[config.mk]
export PLATFORM = sky130hd
export DESIGN_NAME = hazard_controller
export DESIGN_NICKNAME = d
export VERILOG_FILES = /design/src/rtl/hazard_controller.sv
export SDC_FILE = /design/constraint.sdc
export NUM_CORES = 1
export LEC_CHECK = 0
export ABC_AREA = 1
export CORE_ASPECT_RATIO = 2
export CORE_MARGIN = 2
export CORE_UTILIZATION = 48
export DETAILED_ROUTE_END_ITERATION = 12
export HOLD_SLACK_MARGIN = 0.08
export PLACE_DENSITY_LB_ADDON = 0.15
export SETUP_SLACK_MARGIN = 0.5
export SLEW_MARGIN = 15
export SYNTH_ARGS = -nofsm -noshare
export SYNTH_HDL_FRONTEND = slang
export SYNTH_SLANG_ARGS = --single-unit
[constraint.sdc]
create_clock -name clk -period 1.55 [get_ports clk]
set_input_delay 0.155 -clock clk [delete_from_list [all_inputs] [get_ports clk]]
set_output_delay 0.155 -clock clk [all_outputs]
set_load 0.01 [all_outputs]
[src/rtl/hazard_controller.sv]
// Pipeline sequencing controller for the 5-stage RISC-V core: hazard detection,
// stage enables/flushes, EX operand forward selects and stall/flush statistics.
module hazard_controller #(
  parameter int BOOT_CYCLES = 2,
  parameter int CNT_W       = 16
) (
  input  logic             clk,
  input  logic             reset_i,
  input  logic             id_valid_i,
  input  logic [4:0]       id_rs1_i,
  input  logic [4:0]       id_rs2_i,
  input  logic             id_use_rs1_i,
  input  logic             id_use_rs2_i,
  input  logic [4:0]       id_rd_i,
  input  logic             id_reg_write_i,
  input  logic             id_mem_read_i,
  input  logic             ex_branch_taken_i,
  input  logic             mem_busy_i,
  output logic             pc_write_o,
  output logic             if_id_write_o,
  output logic             if_id_flush_o,
  output logic             id_ex_write_o,
  output logic             id_ex_flush_o,
  output logic             ex_mem_write_o,
  output logic [1:0]       fwd_a_o,
  output logic [1:0]       fwd_b_o,
  output logic [CNT_W-1:0] stall_cnt_o,
  output logic [CNT_W-1:0] flush_cnt_o,
  output logic [1:0]       state_dbg_o
);

  localparam logic [1:0] ST_BOOT     = 2'd0;
  localparam logic [1:0] ST_RUN      = 2'd1;
  localparam logic [1:0] ST_MEM_WAIT = 2'd2;

  localparam int BW = (BOOT_CYCLES > 1) ? $clog2(BOOT_CYCLES) : 1;
  localparam logic [BW-1:0] BOOT_LAST = BW'(BOOT_CYCLES - 1);

  logic [1:0]       r_state, w_state_nxt;
  logic [BW-1:0]    r_boot_cnt;
  logic [CNT_W-1:0] r_stall_cnt, r_flush_cnt;

  // Shadow of the instruction in EX (full) and of MEM/WB (only what forwarding needs).
  logic       r_ex_valid, r_ex_use1, r_ex_use2, r_ex_wr, r_ex_ld;
  logic [4:0] r_ex_rs1, r_ex_rs2, r_ex_rd;
  logic       r_mem_valid, r_mem_wr, r_wb_valid, r_wb_wr;
  logic [4:0] r_mem_rd, r_wb_rd;

  logic w_run_go, w_branch, w_hazard, w_load_use, w_bubble;
  logic w_mem_src, w_wb_src;

  assign w_run_go   = (r_state == ST_RUN) && !mem_busy_i;
  assign w_hazard   = r_ex_valid && r_ex_ld && r_ex_wr && (r_ex_rd != 5'd0) && id_valid_i &&
                      ((id_use_rs1_i && (id_rs1_i == r_ex_rd)) ||
                       (id_use_rs2_i && (id_rs2_i == r_ex_rd)));
  assign w_branch   = w_run_go && ex_branch_taken_i;
  assign w_load_use = w_run_go && !ex_branch_taken_i && w_hazard;
  assign w_bubble   = w_branch || w_load_use;

  always_comb begin
    pc_write_o     = 1'b0;
    if_id_write_o  = 1'b0;
    id_ex_write_o  = 1'b0;
    ex_mem_write_o = 1'b0;
    if_id_flush_o  = 1'b0;
    id_ex_flush_o  = 1'b0;
    case (r_state)
      ST_RUN: begin
        if (!mem_busy_i) begin
          pc_write_o     = 1'b1;
          if_id_write_o  = 1'b1;
          id_ex_write_o  = 1'b1;
          ex_mem_write_o = 1'b1;
          if (ex_branch_taken_i) begin
            if_id_flush_o = 1'b1;
            id_ex_flush_o = 1'b1;
          end else if (w_hazard) begin
            pc_write_o    = 1'b0;
            if_id_write_o = 1'b0;
            id_ex_flush_o = 1'b1;
          end
        end
      end
      ST_MEM_WAIT: ;
      default: begin
        if_id_flush_o = 1'b1;
        id_ex_flush_o = 1'b1;
      end
    endcase
  end

  always_comb begin
    w_state_nxt = r_state;
    case (r_state)
      ST_BOOT:     if (r_boot_cnt == BOOT_LAST) w_state_nxt = ST_RUN;
      ST_RUN:      if (mem_busy_i) w_state_nxt = ST_MEM_WAIT;
      ST_MEM_WAIT: if (!mem_busy_i) w_state_nxt = ST_RUN;
      default:     w_state_nxt = ST_BOOT;
    endcase
  end

  // MEM wins over WB when both hold the needed register; x0 never forwards.
  assign w_mem_src = r_mem_valid && r_mem_wr && (r_mem_rd != 5'd0);
  assign w_wb_src  = r_wb_valid && r_wb_wr && (r_wb_rd != 5'd0);

  always_comb begin
    fwd_a_o = 2'b00;
    fwd_b_o = 2'b00;
    if (r_ex_use1 && w_mem_src && (r_mem_rd == r_ex_rs1))     fwd_a_o = 2'b01;
    else if (r_ex_use1 && w_wb_src && (r_wb_rd == r_ex_rs1))  fwd_a_o = 2'b10;
    if (r_ex_use2 && w_mem_src && (r_mem_rd == r_ex_rs2))     fwd_b_o = 2'b01;
    else if (r_ex_use2 && w_wb_src && (r_wb_rd == r_ex_rs2))  fwd_b_o = 2'b10;
  end

  always_ff @(posedge clk or negedge reset_i) begin
    if (!reset_i) begin
      r_state     <= ST_BOOT;
      r_boot_cnt  <= '0;
      r_stall_cnt <= '0;
      r_flush_cnt <= '0;
      r_ex_valid  <= 1'b0;
      r_ex_rs1    <= 5'd0;
      r_ex_rs2    <= 5'd0;
      r_ex_use1   <= 1'b0;
      r_ex_use2   <= 1'b0;
      r_ex_rd     <= 5'd0;
      r_ex_wr     <= 1'b0;
      r_ex_ld     <= 1'b0;
      r_mem_valid <= 1'b0;
      r_mem_rd    <= 5'd0;
      r_mem_wr    <= 1'b0;
      r_wb_valid  <= 1'b0;
      r_wb_rd     <= 5'd0;
      r_wb_wr     <= 1'b0;
    end else begin
      r_state <= w_state_nxt;
      if (r_state == ST_BOOT) r_boot_cnt <= r_boot_cnt + BW'(1);
      if (w_load_use && (r_stall_cnt != '1)) r_stall_cnt <= r_stall_cnt + CNT_W'(1);
      if (w_branch && (r_flush_cnt != '1))   r_flush_cnt <= r_flush_cnt + CNT_W'(1);
      if (w_run_go) begin
        r_wb_valid  <= r_mem_valid;
        r_wb_rd     <= r_mem_rd;
        r_wb_wr     <= r_mem_wr;
        r_mem_valid <= r_ex_valid;
        r_mem_rd    <= r_ex_rd;
        r_mem_wr    <= r_ex_wr;
        r_ex_valid  <= w_bubble ? 1'b0 : id_valid_i;
        r_ex_rs1    <= w_bubble ? 5'd0 : id_rs1_i;
        r_ex_rs2    <= w_bubble ? 5'd0 : id_rs2_i;
        r_ex_use1   <= w_bubble ? 1'b0 : id_use_rs1_i;
        r_ex_use2   <= w_bubble ? 1'b0 : id_use_rs2_i;
        r_ex_rd     <= w_bubble ? 5'd0 : id_rd_i;
        r_ex_wr     <= w_bubble ? 1'b0 : id_reg_write_i;
        r_ex_ld     <= w_bubble ? 1'b0 : id_mem_read_i;
      end
    end
  end

  assign stall_cnt_o = r_stall_cnt;
  assign flush_cnt_o = r_flush_cnt;
  assign state_dbg_o = r_state;

endmodule

# Word-level counts from Yosys, hierarchy flattened
# Index checks and enable logic that the tools add are counted.
[word_totals]
reg_bits = 69
in_bits = 24
output_inout_bits = 44
wordCells = 97
[op_classes]
n_addsub = 3
n_eq_ne = 13
mux = 29
n_reduce_logical = 34
[ops]
columns = ["op", "n"]
rows = [
  ["16-bit by 1-bit adder with 16-bit output, second input constant", 2],
  ["16-bit inequality test, second input constant", 2],
  ["5-bit == test", 6],
  ["1-bit logical AND", 25],
  ["1-bit two-way mux", 16],
  ["5-bit two-way mux", 3],
  ["5-bit nonzero test", 3],
  ["2-bit two-way mux", 7],
  ["2-bit inequality test, second input constant", 3],
  ["2-bit case mux with 3 select lines", 1],
  ["1-bit case mux with 2 select lines", 2],
  ["3-bit AND reduction", 1],
  ["2-bit by 1-bit == test with 1-bit output, second input constant", 1],
  ["2-bit == test, second input constant", 1],
  ["1-bit zero test", 2],
  ["2-bit zero test", 1],
  ["1-bit logical OR", 2],
  ["1-bit adder, second input constant", 1],
]

# Longest topological paths before layout
# Gate-level depths: netlist of the first run.
[depth]
depth_word = 9
depth_mapped = 11
depth_no_buf = 10

# Least setup slack after synthesis of the first run
# No wires, ideal clock.
[synth_path]
path_kind = "register -> register"
start = "register r_stall_cnt[0] (netlist: stall_cnt_o[0])"
end = "register r_stall_cnt[12] (netlist: stall_cnt_o[12])"
setup_ns = 0.116
t_arrival_ns = 1.438
required_time_ns = 1.434
setup_slack_ns = -0.004
stages_incl_launch_ff = 9
n_path_buf = 1
synth_period_minus_slack_ns = 1.554
cell_sequence = "dfrtp_1 > ha_1 > nand3_1 > inv_1 > nand3_1 > nand4_2 > buf_6 > nand2_1 > nand2_1"
[synth_between]
elab_chain_len = 2
elab_cells_between_ends = 3
classes_between = "add/sub (1); eq/ne (1); reduce/logical (1)"
[synth_lines]
columns = ["element", "line_no", "rtl"]
rows = [
  ["from (decl)", "41", "logic [CNT_W-1:0] r_stall_cnt, r_flush_cnt;"],
  ["from (signal assigned)", "138", "if (w_load_use && (r_stall_cnt != '1)) r_stall_cnt <= r_stall_cnt + CNT_W'(1);"],
  ["branches (longest 2 deep; another with 16-bit by 1-bit adder with 16-bit output)", "-", ""],
]
# Parallel ways; which one is timed is not known.
# A chain may end at the register's enable or synchronous reset.

# Final worst setup path of the first run
[layout_path]
start = "register r_mem_rd[2]"
end = "output port fwd_b_o[1]"
[layout_between]
elab_chain_len = 5
elab_cells_between_ends = 6
classes_between = "eq/ne (1); mux (1); reduce/logical (4)"
[layout_lines]
columns = ["element", "line_no", "rtl"]
rows = [
  ["from (decl)", "47", "logic [4:0] r_mem_rd, r_wb_rd;"],
  ["from (signal assigned)", "145", "r_mem_rd <= r_ex_rd;"],
  ["5-bit nonzero test", "103", "assign w_mem_src = r_mem_valid && r_mem_wr && (r_mem_rd != 5'd0);"],
  ["1-bit logical AND", "103", ""],
  ["1-bit logical AND", "111", "if (r_ex_use2 && w_mem_src && (r_mem_rd == r_ex_rs2)) fwd_b_o = 2'b01;"],
  ["1-bit logical AND (*)", "111", ""],
  ["2-bit two-way mux (*)", "111", ""],
  ["to (decl)", "26", "output logic [1:0] fwd_b_o,"],
]
# Every way passes the cells marked *; elsewhere a longest branch is shown, timed or not.

==> results of run 1 <==
[routing by layer]
layer	vias to the layer above	routed length (um)	global-route usage, %
met5	-	0	0
li1	1996	-	-
met4	0	892	13.69
met1	2216	5573	36.58
met2	228	8150	55.29
met3	75	821	5.862
[repair_timing]
action	in CTS	in global routing
gates resized for setup	364	97
cloned	4	3
pin swaps	44	34
endpoints found under the hold margin	69	0
buffers inserted	45	15
hold buffers	1	0
endpoints found under the setup margin	111	112
[placed cells by master, fill, tap and decap left out, types with 3 or more instances in the layout]
master / count
nand2_4: 22
nand3_1: 19
a21oi_1: 3
dfrtp_2: 15
nand2_2: 41
nor3_2: 6
nor2_2: 7
buf_4: 64
nor2_1: 23
inv_1: 39
nor3_1: 4
buf_12: 6
xor2_1: 20
clkbuf_16: 12
nand2_1: 114
buf_2: 7
o21ai_1: 10
xnor2_1: 13
nand4_1: 7
nand3_2: 5
dfrtp_1: 54
inv_2: 17
o21ai_2: 10
nor2_4: 17
buf_6: 95
nand3_4: 5
xnor2_2: 7
o22ai_2: 16
clkdlybuf4s50_1: 22
[critical path, delay by kind of cell (launching register included)]
family | cells | cell delay, ns
xor gates and xnor gates | 1 | 0.16
buffers and inverters | 2 | 0.26
and+or+nand+nor | 3 | 0.35
DFF | 1 | 0.46
AOI/OAI and AO/OA | 1 | 0.19
[how the worst max path moves through the flow]
stage,slack (ns),endpoint,depth (start not counted),startpoint
finish,-0.36,fwd_b_o[1],7,r_mem_rd[2]$_DFFE_PN0N_
detailed placement,-0.52,id_ex_flush_o,10,id_rs2_i[1]
CTS,-0.25,fwd_b_o[1],7,r_mem_rd[2]$_DFFE_PN0N_
floorplan,0.16,flush_cnt_o[7]$_DFFE_PN0P_,7,flush_cnt_o[0]$_DFFE_PN0P_
global route,-0.42,fwd_b_o[1],6,r_wb_rd[2]$_DFFE_PN0N_
global placement,-0.48,id_ex_flush_o,10,id_rs2_i[1]
[Yosys cell counts, types with 2 or more instances]
cell type / number / area (um2)
clkbuf_1: 5 / 18.77
nor3_1: 10 / 50.05
xnor2_1: 20 / 175.2
dfrtp_1: 69 / 1727
buf_6: 2 / 22.52
a21oi_1: 3 / 15.01
buf_2: 4 / 20.02
nand2_1: 175 / 656.9
nor2_1: 40 / 150.1
nand4_1: 7 / 43.79
o22ai_1: 16 / 100.1
buf_4: 2 / 15.01
nand2_2: 3 / 18.77
inv_2: 6 / 22.52
inv_1: 53 / 198.9
nand3_1: 28 / 140.1
o21ai_0: 22 / 110.1
xor2_1: 21 / 183.9
nor2_2: 6 / 37.54
ha_1: 2 / 25.02
[through the flow]
step,area (um2),util [%]
finish,7099,90.70
global route,7099,90.70
CTS,6563,83.84
detailed placement,5214,66.61
global placement,5214,66.61
floorplan,4003,-
[report_power, final]
part	internal, W	leakage [nW]	switching (W)
sequential	0.00227	0.901	0.000582
combinational	0.00265	2.49	0.00235
clock	0.00149	0.163	0.000825
total	0.00642	3.56	0.00376
[cell type report]
class / instances / area share (%)
Clock inverter: 4 / 0.9870
Tap cell: 96 / 1.692
Multi-Input combinational cell: 362 / 36.16
Inverter: 59 / 3.437
Timing Repair Buffer: 202 / 29.52
Clock buffer: 12 / 3.613
Sequential cell: 69 / 24.59
[logic make-up after synthesis]
kind of cell    share of synthesized area (%)
simple gates                            30.28
compound gates                          6.353
fa+ha+maj                              0.6582
buf+inv                                 7.834
xor+xnor                                9.447
flops                                   45.42
[registers in the layout, summed over array words and instances, names as in the netlist, 2 cells and up]
signal,flops
flush_cnt_o,16
r_mem_rd,5
r_wb_rd,5
r_ex_rs1,5
r_ex_rd,5
r_ex_rs2,5
stall_cnt_o,16
state_dbg_o,2
==> out/metrics.csv, run 1 <==
stage;metric;value;unit
setup_path;CP endpoint kind;primary output;
sta;final setup violation count;61;
cells_and_area;fin cells;804;
hold_path;Hold Crit Class;input port to asynchronous set/reset pin;
grt;vias in the first global route;4312;
sta;Max Freq;522.8;MHz
power;PD cells;1433;nW/um2
setup_path;worst r2r src;r_ex_valid$_DFFE_PN0N_;
detailed_routing;Routed wire per std cell;19.20;um
grt;total track usage;31.47;%
sta;worst setup margin;-0.3626;ns
grt;first-pass GRT wire length;20.63;mm
sta;worst slew pin tran;0.3823;ns
cells_and_area;sequential cell area;1745;um2
cells_and_area;Area Overhead vs Synth;86.77;%
power;Leak Pwr;3.556;nW
detailed_routing;drt pass-1 iters;5;
placed_design;post-DP HPWL;6.691;mm
setup_path;FF-to-FF setup slack;-0.25;ns
placed_design;pre-CTS setup slack;-0.5228;ns
detailed_routing;DR vias/cell;5.616;
cells_and_area;area of the multi-input gates;2567;um2
detailed_routing;post-route ant nets;0;
floorplanning;I/O pin total;68;
clock_tree;htree depth;3;
grt;global route overflow;0;
floorplanning;Initial Util;48.56;%
synthesis;Cells after Synth;502;
setup_path;worst r2r path cells;11;
clock_tree;Num CTS Buffers;9;
clock_tree;CTS clock-pin slew for the worst setup and hold paths;0.06;ns
sta;final worst-path cycle share;123.4;%
setup_path;Crit Path Class;register to primary output;
floorplanning;Die Area;8690;um2
synthesis;Synth async-reset ratio;100.0;%
synthesis;Synth Register Bits;69;
power;Pwr Total;0.01018;W
cells_and_area;nets@finish;729;
floorplanning;core box area;7828;um2
synthesis;Synth Cell Area;3801;um2
flow_run;number of max-cap violations;0;
clock_tree;clk buf depth;2;
cells_and_area;Fillers;319;
placed_design;IO buf count;67;
clock_tree;Clock Sinks;69;
sta;hold slack;0.3585;ns
setup_path;worst path required time;1.39;ns
power;maximum vdd drop;1312;uV
outcome;status;finished with violations;
sta;Tmin final;1.913;ns
detailed_routing;total wire length;15.44;mm
synthesis;top_reg_cell synth;dfrtp_1;
placed_design;routability cong.;0.9177;
synthesis;number of synthesized flops with an enable pin;0;
clock_tree;CTS tree;yes;
synthesis;syn_nets;528;
setup_path;max incr delay on CP;0.46;ns
sta;fin. max-slew vios;0;
clock_tree;worst-skew pair later-pin latency;0.35;ns
setup_path;critical path peak fanout;4;
setup_path;arrival time of the worst setup path;1.76;ns
clock_tree;Root Buffer;clkbuf_16;
setup_path;FF-to-FF End;stall_cnt_o[9]$_DFFE_PN0P_;
grt;largest net degree at the start of global routing;70;
grt;initial antenna violation count;0;
sta;RSZ-0062 raised after global routing;yes;
detailed_routing;DRC violations left;0;
sta;Slew headroom;74.32;%
placed_design;Placed Cells;720;
setup_path;Worst path slowest cell;dfrtp_2;
synthesis;Yosys Warn Count;0;
outcome;failing checks;setup timing;
sta;clk_skew;0.008776;ns
synthesis;Syn Area/Cell;7.572;um2
cells_and_area;# diodes;0;
floorplanning;cell row count;46;
sta;Sum Neg Setup Slack;-8.283;ns
synthesis;sequential area share after synthesis;45.42;%
setup_path;worst path cell trace;buf_6 -> xor2_1 -> a21oi_1 -> nand4_1 -> nor2_2 -> nor3_2 -> buf_2;
setup_path;Startpoint Class;register;
floorplanning;die width;66.93;um
detailed_routing;Vias;4515;
detailed_routing;Detailed Route Iter0 Violations;400;
sta;final hold vios;0;
floorplanning;Die Height;129.9;um
cells_and_area;ratio of cells with drive above 1 in the final layout;52.68;%
synthesis;Unique masters post-synth;28;
Note: power is estimated with default switching activity, not from simulation.
==> run 2: changes to the inputs <==
- MAX_ROUTING_LAYER: not set -> met4
==> run 2 against run 1 <==
Effect of this change: the flow still finishes with violations (setup timing); utilization hardly changed; power hardly changed; register-to-register slack worse by 0.02 ns; sequential power hardly changed.
==> out/metrics.csv, run 2 (synthesis results as in run 1) <==
stage;metric;value;unit;change
outcome;status;finished with violations;;unchanged
outcome;failing checks;setup timing;;unchanged
cells_and_area;nets@finish;729;;unchanged
sta;final worst-path cycle share;119.2;%;was 123.4%
setup_path;arrival time of the worst setup path;1.69;ns;was 1.76 ns
cells_and_area;Area Overhead vs Synth;86.67;%;was 86.77%
setup_path;critical path peak fanout;4;;unchanged
sta;fin. max-slew vios;0;;unchanged
placed_design;placed cell areas;5214;um2;unchanged
detailed_routing;Detailed Route Iter0 Violations;491;;was 400
setup_path;worst r2r path cells;11;;unchanged
cells_and_area;area of the multi-input gates;2560;um2;was 2567 um2
sta;RSZ-0062 raised after global routing;yes;;unchanged
sta;hold slack;0.3659;ns;was 0.3585 ns
clock_tree;Clock Sinks;69;;unchanged
floorplanning;Die Area;8690;um2;unchanged
placed_design;IO buf count;67;;unchanged
setup_path;Crit Path Class;register to primary output;;unchanged
cells_and_area;post-layout instance area;7096;um2;was 7099 um2
floorplanning;cell row count;46;;unchanged
detailed_routing;total wire length;15.95;mm;was 15.44 mm
cells_and_area;# diodes;0;;unchanged
setup_path;worst path cell trace;inv_2 -> nand2_1 -> nand2_1 -> nor2_2 -> nand3_1 -> nand2_2 -> buf_6 -> nand3_2 -> nand3_2 -> buf_6;;was buf_6 -> xor2_1 -> a21oi_1 -> nand4_1 -> nor2_2 -> nor3_2 -> buf_2
clock_tree;worst-skew pair later-pin latency;0.35;ns;about the same
detailed_routing;drt pass-1 iters;5;;unchanged
setup_path;CP top delay family;simple AND/OR/NAND/NOR gates;;was flip-flops
grt;first-pass GRT wire length;20.60;mm;was 20.63 mm
grt;vias in the first global route;4304;;was 4312
setup_path;Startpoint Class;register;;unchanged
detailed_routing;DRC violations left;0;;unchanged
clock_tree;Num CTS Buffers;9;;unchanged
grt;total track usage;32.36;%;was 31.47%
grt;largest net degree at the start of global routing;70;;unchanged
setup_path;worst path required time;1.39;ns;about the same
placed_design;routability cong.;0.9338;;was 0.9177
floorplanning;Initial Util;48.56;%;unchanged
detailed_routing;DR vias/cell;5.701;;was 5.616
power;Leak Pwr;3.542;nW;was 3.556 nW
clock_tree;htree depth;3;;unchanged
clock_tree;CTS tree;yes;;unchanged
grt;initial antenna violation count;0;;unchanged
clock_tree;Root Buffer;clkbuf_16;;unchanged
detailed_routing;Routed wire per std cell;19.83;um;was 19.20 um
cells_and_area;sequential cell area;1745;um2;unchanged
sta;clk_skew;0.006435;ns;was 0.008776 ns
setup_path;FF-to-FF End;stall_cnt_o[9]$_DFFE_PN0P_;;unchanged
cells_and_area;most frequent cells in the layout;115 x nand2_1, 96 x buf_6, 63 x buf_4;;was 114 x nand2_1, 95 x buf_6, 64 x buf_4
sta;worst setup margin;-0.2970;ns;was -0.3626 ns
detailed_routing;post-route ant nets;0;;unchanged
hold_path;Hold Crit Class;input port to asynchronous set/reset pin;;unchanged
clock_tree;CTS clock-pin slew for the worst setup and hold paths;0.06;ns;about the same
setup_path;worst r2r src;r_ex_rd[1]$_DFFE_PN0N_;;was r_ex_valid$_DFFE_PN0N_
floorplanning;I/O pin total;68;;unchanged
floorplanning;Die Height;129.9;um;unchanged
sta;Slew headroom;68.25;%;was 74.32%
setup_path;FF-to-FF setup slack;-0.27;ns;was -0.25 ns
floorplanning;die width;66.93;um;unchanged
power;PD cells;1435;nW/um2;was 1433 nW/um2
grt;global route overflow;0;;unchanged
flow_run;number of max-cap violations;0;;unchanged
placed_design;post-DP HPWL;6.691;mm;unchanged
sta;Tmin final;1.847;ns;was 1.913 ns
setup_path;max incr delay on CP;0.42;ns;was 0.46 ns
cells_and_area;ratio of cells with drive above 1 in the final layout;52.54;%;was 52.68%
cells_and_area;Fillers;323;;was 319
cells_and_area;most common cell after layout, fill and taps aside;nand2_1;;unchanged
setup_path;Worst path slowest cell;dfrtp_1;;was dfrtp_2
floorplanning;core box area;7828;um2;unchanged
detailed_routing;Vias;4584;;was 4515
sta;Max Freq;541.4;MHz;was 522.8 MHz
setup_path;CP endpoint kind;primary output;;unchanged
setup_path;worst path bufs/invs;3;;was 2
clock_tree;clk buf depth;2;;unchanged
sta;final setup violation count;61;;unchanged
sta;worst slew pin tran;0.4726;ns;was 0.3823 ns
power;maximum vdd drop;1337;uV;was 1312 uV
sta;final hold vios;0;;unchanged
## run 2: cell counts in the layout (fill, tap and decap cells not counted)
Identical to the previous run, type by type.
## run 2: per-layer routing
metal	part of all wire [%]	vias to the layer above	global-route usage (%)
met2	52	273	55.65
li1	-	1990	-
met1	35	2229	36.53
met4	5.7	0	13.21
met5	0	-	-
met3	6.6	92	5.603
## run 2: worst max-delay path by stage
stage	startpoint	to	slack, ns	depth (start not counted)
finish	r_ex_rd[1]$_DFFE_PN0N_	id_ex_flush_o	-0.30	10
floorplan	flush_cnt_o[0]$_DFFE_PN0P_	flush_cnt_o[7]$_DFFE_PN0P_	0.16	7
CTS	r_mem_rd[2]$_DFFE_PN0N_	fwd_b_o[1]	-0.25	7
detailed placement	id_rs2_i[1]	id_ex_flush_o	-0.52	10
global route	r_ex_rd[3]$_DFFE_PN0N_	if_id_write_o	-0.36	10
global placement	id_rs2_i[1]	id_ex_flush_o	-0.48	10
## run 2: repair_timing
item / 4_1_cts / 5_1_grt
buffers inserted: 45 / 15
hold buffers: 1 / 0
gates cloned: 4 / 3
endpoints found under the hold margin: 69 / 0
pin swaps: 44 / 34
gates resized for setup: 364 / 96
setup endpoints to repair: 111 / 112
## run 2: layout make-up
cell class                 instances  area share (%)
multi-input combinational        362           36.08
clock buffer                      12           3.615
inverter                          59           3.439
tap                               96           1.693
clock inverter                     4          0.9875
sequential                        69           24.60
timing repair buffer             202           29.59
## run 2: worst reg2reg max path: cells and delay by family (launching register included)
family	cells	cell delay, ns
buffers and inverters	6	0.63
AOI/OAI and AO/OA	1	0.18
DFF	1	0.43
and+or+nand+nor	4	0.51
## run 2: through the flow
| stage | power (W) | cells | setup TNS [ns] | utilization [%] | setup slack [ns] |
|---|---|---|---|---|---|
| final | 0.01018 | 804 | -8.980 | 90.65 | -0.2970 |
| after CTS | 0.009003 | 786 | -3.711 | 83.84 | -0.2465 |
| after floorplan | 0.004290 | 502 | 0 | - | 0.1561 |
| after global routing | 0.01060 | 804 | -12.79 | 90.65 | -0.3601 |
| after global placement | 0.005548 | 720 | -11.64 | 66.61 | -0.4820 |
| after detailed placement | 0.005617 | 720 | -13.70 | 66.61 | -0.5228 |
## run 2: power by group
| part | total, W | internal (W) | switching, W | leakage [nW] |
|---|---|---|---|---|
| logic | 0.00502 | 0.00266 | 0.00237 | 2.48 |
| registers | 0.00286 | 0.00227 | 0.000586 | 0.901 |
| clock network | 0.00230 | 0.00149 | 0.000810 | 0.163 |
| total | 0.0102 | 0.00642 | 0.00376 | 3.54 |
